**config.mk**
```make
export PLATFORM = sky130hd
export DESIGN_NAME = hazard_ctrl
export DESIGN_NICKNAME = d
export VERILOG_FILES = /design/src/rtl/hazard_ctrl.sv
export SDC_FILE = /design/constraint.sdc
export NUM_CORES = 1
export LEC_CHECK = 0
export ABC_AREA = 1
export CAP_MARGIN = 40
export CORE_MARGIN = 4
export CORE_UTILIZATION = 45
export DETAILED_ROUTE_END_ITERATION = 7
export PLACE_DENSITY_LB_ADDON = 0.12
export SLEW_MARGIN = 20
export SYNTH_ARGS = -nofsm -noshare
export SYNTH_HDL_FRONTEND = slang
export SYNTH_SLANG_ARGS = --single-unit
```
**constraint.sdc**
```tcl
create_clock -name clk -period 1.9 [get_ports clk]
set_input_delay 0.475 -clock clk [delete_from_list [all_inputs] [get_ports clk]]
set_output_delay 0.475 -clock clk [all_outputs]
set_load 0.01 [all_outputs]
```
**src/rtl/hazard_ctrl.sv**
```systemverilog
// hazard_ctrl: pipeline hazard controller for a 5-stage in-order core.
//   Detects load-use hazards, memory-wait stalls and taken-branch flushes,
//   and selects ALU operand forwarding sources.
// Ports:
//   clk, rst                 clock, async active-high reset
//   id_rs1/id_rs2            sources of the instruction in ID
//   ex_rs1/ex_rs2/ex_rd      registers of the instruction in EX
//   ex_reg_write             EX instruction writes a register
//   ex_result_src            EX result source (2'b01 = load)
//   mem_rd/mem_reg_write     destination held in EX/MEM
//   wb_rd/wb_reg_write       destination held in MEM/WB
//   ex_pc_src                taken branch/jump resolved in EX
//   mem_req/mem_ready        data-memory access in MEM and its completion
//   stall_if/stall_id/stall_ex  hold PC, IF/ID, ID/EX
//   flush_id/flush_ex        clear IF/ID, ID/EX
//   bubble_mem               insert bubble into MEM/WB
//   fwd_a/fwd_b              operand select: 10 = EX/MEM, 01 = MEM/WB, 00 = regfile
//   state                    FSM state (00 RUN, 01 LU_STALL, 10 MEM_WAIT)
//   stall_count              saturating count of cycles with stall_if
//   mem_timeout              sticky: memory wait reached MAX_WAIT cycles
module hazard_ctrl #(
  parameter int REG_WIDTH = 5,
  parameter int CNT_WIDTH = 16,
  parameter int MAX_WAIT  = 64
) (
  input  logic                 clk,
  input  logic                 rst,
  input  logic [REG_WIDTH-1:0] id_rs1,
  input  logic [REG_WIDTH-1:0] id_rs2,
  input  logic [REG_WIDTH-1:0] ex_rs1,
  input  logic [REG_WIDTH-1:0] ex_rs2,
  input  logic [REG_WIDTH-1:0] ex_rd,
  input  logic                 ex_reg_write,
  input  logic [1:0]           ex_result_src,
  input  logic [REG_WIDTH-1:0] mem_rd,
  input  logic                 mem_reg_write,
  input  logic [REG_WIDTH-1:0] wb_rd,
  input  logic                 wb_reg_write,
  input  logic                 ex_pc_src,
  input  logic                 mem_req,
  input  logic                 mem_ready,
  output logic                 stall_if,
  output logic                 stall_id,
  output logic                 stall_ex,
  output logic                 flush_id,
  output logic                 flush_ex,
  output logic                 bubble_mem,
  output logic [1:0]           fwd_a,
  output logic [1:0]           fwd_b,
  output logic [1:0]           state,
  output logic [CNT_WIDTH-1:0] stall_count,
  output logic                 mem_timeout
);

  localparam int WW = $clog2(MAX_WAIT + 1);

  typedef enum logic [1:0] {
    RUN      = 2'b00,
    LU_STALL = 2'b01,
    MEM_WAIT = 2'b10
  } state_t;

  state_t          st_q, st_d;
  logic [WW-1:0]   wait_cnt;
  logic            mem_stall, branch, lu_hit, lu_stall, in_run;

  assign state = st_q;

  // The unused encoding 11 behaves like RUN.
  assign in_run = (st_q != LU_STALL) && (st_q != MEM_WAIT);

  // Priority: memory stall > branch flush > load-use.
  assign mem_stall = mem_req & ~mem_ready;
  assign branch    = ex_pc_src & ~mem_stall;
  assign lu_hit    = (ex_result_src == 2'b01) && ex_reg_write &&
                     (ex_rd != '0) && ((ex_rd == id_rs1) || (ex_rd == id_rs2));
  // The cycle after a load-use stall the load has moved on, so no re-check.
  assign lu_stall  = in_run && lu_hit && !mem_stall && !ex_pc_src;

  assign stall_if   = mem_stall | lu_stall;
  assign stall_id   = mem_stall | lu_stall;
  assign stall_ex   = mem_stall;
  assign bubble_mem = mem_stall;
  assign flush_id   = branch;
  assign flush_ex   = branch | lu_stall;

  always_comb begin
    st_d = RUN;
    if (mem_stall)     st_d = MEM_WAIT;
    else if (lu_stall) st_d = LU_STALL;
  end

  // Forwarding: the younger producer (EX/MEM) wins; x0 never forwards.
  always_comb begin
    fwd_a = 2'b00;
    if (mem_reg_write && (mem_rd != '0) && (mem_rd == ex_rs1))     fwd_a = 2'b10;
    else if (wb_reg_write && (wb_rd != '0) && (wb_rd == ex_rs1))   fwd_a = 2'b01;
  end

  always_comb begin
    fwd_b = 2'b00;
    if (mem_reg_write && (mem_rd != '0) && (mem_rd == ex_rs2))     fwd_b = 2'b10;
    else if (wb_reg_write && (wb_rd != '0) && (wb_rd == ex_rs2))   fwd_b = 2'b01;
  end

  // wait_cnt counts consecutive cycles the pipeline is held for memory
  // (each one lands in MEM_WAIT); it saturates so the compare stays valid.
  always_ff @(posedge clk or posedge rst) begin
    if (rst) begin
      st_q        <= RUN;
      stall_count <= '0;
      wait_cnt    <= '0;
      mem_timeout <= 1'b0;
    end else begin
      st_q <= st_d;
      if (stall_if && (stall_count != {CNT_WIDTH{1'b1}}))
        stall_count <= stall_count + 1'b1;
      if (mem_stall) begin
        if (wait_cnt != WW'(MAX_WAIT)) wait_cnt <= wait_cnt + 1'b1;
        if (wait_cnt >= WW'(MAX_WAIT - 1)) mem_timeout <= 1'b1;
      end else begin
        wait_cnt <= '0;
      end
    end
  end

endmodule

```
==> flow_summary.rst <==
.. list-table::
   :header-rows: 1

   * - Metric
     - Value
   * - Cell count after synthesis
     - 285
   * - Max H-tree Level
     - 1
   * - Sinks on Clock Net
     - 26
   * - Maximum number of pins on one net before global-route repair
     - 27
   * - Avg Cell Area, Syn
     - 6.98 um^2
   * - Overall via count from detail_route
     - 2,049
   * - First-pass GRT wire length
     - 8980 um
   * - Setup CP Type
     - in2out
   * - Net switching fraction of the power
     - 29.6%
   * - Ys async rst share
     - 100%
   * - Ratio of cells with drive above 1 in the final layout
     - 27.3%
   * - Number of nets at the end of the flow
     - 422
   * - DRT antenna net count
     - 0
   * - Area growth from synthesis to layout
     - 43.7%
   * - Fin cells
     - 423
   * - Required time of the critical path
     - 1.42 ns
   * - Final Cycle Share
     - 103%
   * - Power per cell area
     - 554 nW/um^2
   * - Clock power frac
     - 29.0%
   * - TritonCTS clock tree
     - done
   * - Die outline area
     - 5550 um^2
   * - Placed cells
     - 417
   * - CTS root buf
     - sky130_fd_sc_hd__clkbuf_8
   * - Net switching power
     - 469 uW
   * - Count of endpoints failing setup in the final report
     - 1
   * - Number of pins exceeding their max-slew limit in the final report
     - 0
   * - Detailed router's first-iteration violation count
     - 62
   * - Startpoint type of the worst setup path
     - input port
   * - Total I/O pin count
     - 74
   * - Sequential fraction of design power
     - 41.2%
   * - CTS Hold Buffers Added
     - 0
   * - Initial antenna violation count
     - 0
   * - Area of combinational cells with multiple inputs
     - 1230 um^2
   * - Vert. Die Dim
     - 74.5 um
   * - Static power due to leakage
     - 0.00146 uW
   * - Area share of the leading cell type in the synthesized netlist
     - 32.7%
   * - Yosys top cell by area
     - sky130_fd_sc_hd__dfrtp_1
   * - Clock latency reported for the late side of the worst-skew pair
     - 0.27 ns
   * - Routed Wire Length
     - 5460 um
   * - Detailed-router iteration count before antenna repair
     - 4
   * - Post-Syn Area
     - 1990 um^2
   * - Clock transition time at the flip-flop clock pins of the worst setup and hold paths
     - 0.09 ns
   * - Via count of the first global-routing pass
     - 2,084
   * - Global route total overflow
     - 0
   * - Final hold violation count
     - 0
   * - Average wire per standard cell
     - 12.9 um
   * - Number of max-capacitance violations reported
     - 0
   * - Failing checks
     - setup timing
   * - Post-synth EDFFs
     - 0
   * - Prevailing post-synth register cell
     - sky130_fd_sc_hd__dfrtp_1
   * - Largest fanout of any net on the critical path
     - 2
   * - Via-to-Cell Ratio
     - 4.84
   * - Slew at the pin closest to its max-slew limit
     - 0.334 ns
   * - Setup repair after global routing missed its margin
     - true
   * - Type of the tightest min-delay check
     - reg2reg
   * - Maximum count of clock buffers along a single path
     - 2
   * - Initial standard-cell utilization of the core
     - 48.0%
   * - Diodes inserted
     - 0
   * - Internal power
     - 1120 uW
   * - DPL Wire Length
     - 4070 um
   * - Count of unresolved DRC violations after routing
     - 0
   * - Tightest slew margin relative to the limit
     - 77.7%
   * - Die outline width
     - 74.5 um
   * - Smallest setup slack after layout
     - -0.0578 ns
   * - Outcome
     - complete, but fails checks
   * - Final clock skew
     - 0.00791 ns
   * - Sequential cell area in the final layout
     - 651 um^2
   * - Fill cell instance count of the final layout
     - 386
   * - Nets in the synthesized netlist
     - 333
   * - Row count
     - 23
   * - Combinational share of power
     - 29.8%
   * - Post-synthesis register bit count
     - 26
   * - Final weighted congestion in routability-driven placement
     - 0.840
   * - Port Buf Inserts
     - 73
   * - Share of synthesized area occupied by flip-flops and latches
     - 32.7%
   * - Peak Freq
     - 0.511 GHz
   * - CP Capture Type
     - primary output
   * - Area of the core
     - 4140 um^2
   * - Peak ir drop on the vdd network
     - 0.000516 V
   * - Top area cells in the synthesized netlist
     - sky130_fd_sc_hd__dfrtp_1 33%, sky130_fd_sc_hd__nand2_1 14%, sky130_fd_sc_hd__nand3_1 8.5%
   * - Post-synthesis cell type count
     - 27
   * - Data arrival time of the critical path
     - 1.48 ns
   * - Final worst path period need
     - 1.96 ns
   * - Synth Warn #
     - 0
   * - Total negative setup slack
     - -0.0578 ns
   * - Number of buffers created by CTS
     - 3
   * - Total routing usage reported by global routing
     - 20.5%
-- metrics by stage --
stage	cell area (um^2)	hold slack, ns	power [uW]	setup slack (ns)	utilization [%]
2_1_floorplan	1990	0.513	881	0.123	-
3_3_place_gp	2860	0.457	1140	-0.823	69.1
3_5_place_dp	2860	0.478	1150	-0.840	69.1
4_1_cts	2870	0.504	1590	-0.000646	69.3
5_1_grt	2860	0.544	1690	-0.129	69.0
6_report	2860	0.498	1580	-0.0578	69.0
-- metal layers --
layer  GRT usage, %  share of wire, %  vias up
met3           2.84               5.9        4
met5              0                 0        -
li1               -                 -     1065
met2           36.6                49       50
met1           26.4                44      930
met4           4.55              0.62        0
-- area by class of cell --
class                           count  share of cell area [%]
Sequential cell                    26                    22.7
Clock inverter                      1                    1.05
Tap cell                           50                    2.19
Inverter                           40                    5.29
Timing Repair Buffer               90                    24.3
Clock buffer                        3                    1.44
Multi-Input combinational cell    213                    43.0
-- Yosys cell counts, types with 2 or more instances --
master                    count
sky130_fd_sc_hd__nor2_2       3
sky130_fd_sc_hd__nand3_1     34
sky130_fd_sc_hd__nor4_1       2
sky130_fd_sc_hd__o21ai_0      7
sky130_fd_sc_hd__nor3_2       2
sky130_fd_sc_hd__nand2_2      4
sky130_fd_sc_hd__dfrtp_1     26
sky130_fd_sc_hd__nand4_1      3
sky130_fd_sc_hd__buf_4        4
sky130_fd_sc_hd__ha_1         3
sky130_fd_sc_hd__xnor2_1     16
sky130_fd_sc_hd__inv_1       32
sky130_fd_sc_hd__inv_2        7
sky130_fd_sc_hd__xor2_1      18
sky130_fd_sc_hd__nand2_1     76
sky130_fd_sc_hd__nor2_1      27
sky130_fd_sc_hd__nor3_1      11
-- kinds of logic after synthesis --
logic type,share of synthesized area (%)
AND/OR/NAND/NOR,38.0
buffers and inverters,9.87
XOR/XNOR,15.0
flip-flops,32.7
AO/OA/AOI/OAI,2.64
adder cells (fa/ha/maj),1.89
-- final timing paths --
kind                            depth (start not counted)      startpoint        endpoint  slack [ns]
min in group asynchronous                               3             rst  stall_count[3]        0.56
max in group asynchronous                               3             rst  stall_count[1]        1.09
worst min register to register                          1     mem_timeout     mem_timeout        0.50
worst max register to register                          7  stall_count[0]  stall_count[4]        0.20
worst min-delay path                                    1     mem_timeout     mem_timeout        0.50
worst max-delay path                                    6    wb_reg_write        fwd_a[0]       -0.06
-- placed cells by master (no fill, tap or decap), drive strengths merged --
| master | instances |
|---|---|
| clkbuf | 11 |
| buf | 49 |
| clkdlybuf4s50 | 21 |
| o21bai | 1 |
| a21oi | 1 |
| or2 | 1 |
| nor3 | 13 |
| bufinv | 1 |
| inv | 39 |
| clkdlybuf4s15 | 5 |
| o21ai | 8 |
| nand4 | 4 |
| xor2 | 18 |
| nor2 | 31 |
| ha | 3 |
| dlygate4sd2 | 7 |
| nor4 | 2 |
| nand3 | 35 |
| nand2 | 80 |
| dfrtp | 26 |
| xnor2 | 16 |
| clkinv | 1 |
-- power by group through the flow --
| stage | clock network, uW | logic [uW] | registers, uW |
|---|---|---|---|
| final | 459 | 472 | 653 |
| after global routing | 500 | 529 | 663 |
| after CTS | 466 | 472 | 653 |
| after detailed placement | 0 | 491 | 661 |
| after global placement | 0 | 482 | 662 |
| after floorplan | 0 | 207 | 674 |
-- what timing repair did --
item	4_1_cts	5_1_grt
setup endpoints to repair	23	21
gates resized for setup	174	32
pin swaps	43	23
setup buffers	2	1
-- state kept, by name (all words and copies together), names as in the netlist --
register,flops
mem_timeout,1
state,2
wait_cnt,7
stall_count,16
-- critical path, cell delays in order --
cell and delay, ns:
sky130_fd_sc_hd__clkdlybuf4s50_1 0.45, sky130_fd_sc_hd__o21ai_1 0.06, sky130_fd_sc_hd__inv_1 0.07, sky130_fd_sc_hd__nand4_1 0.09, sky130_fd_sc_hd__nor2_1 0.18, sky130_fd_sc_hd__buf_2 0.16
Power figures use the tool's default switching activity.
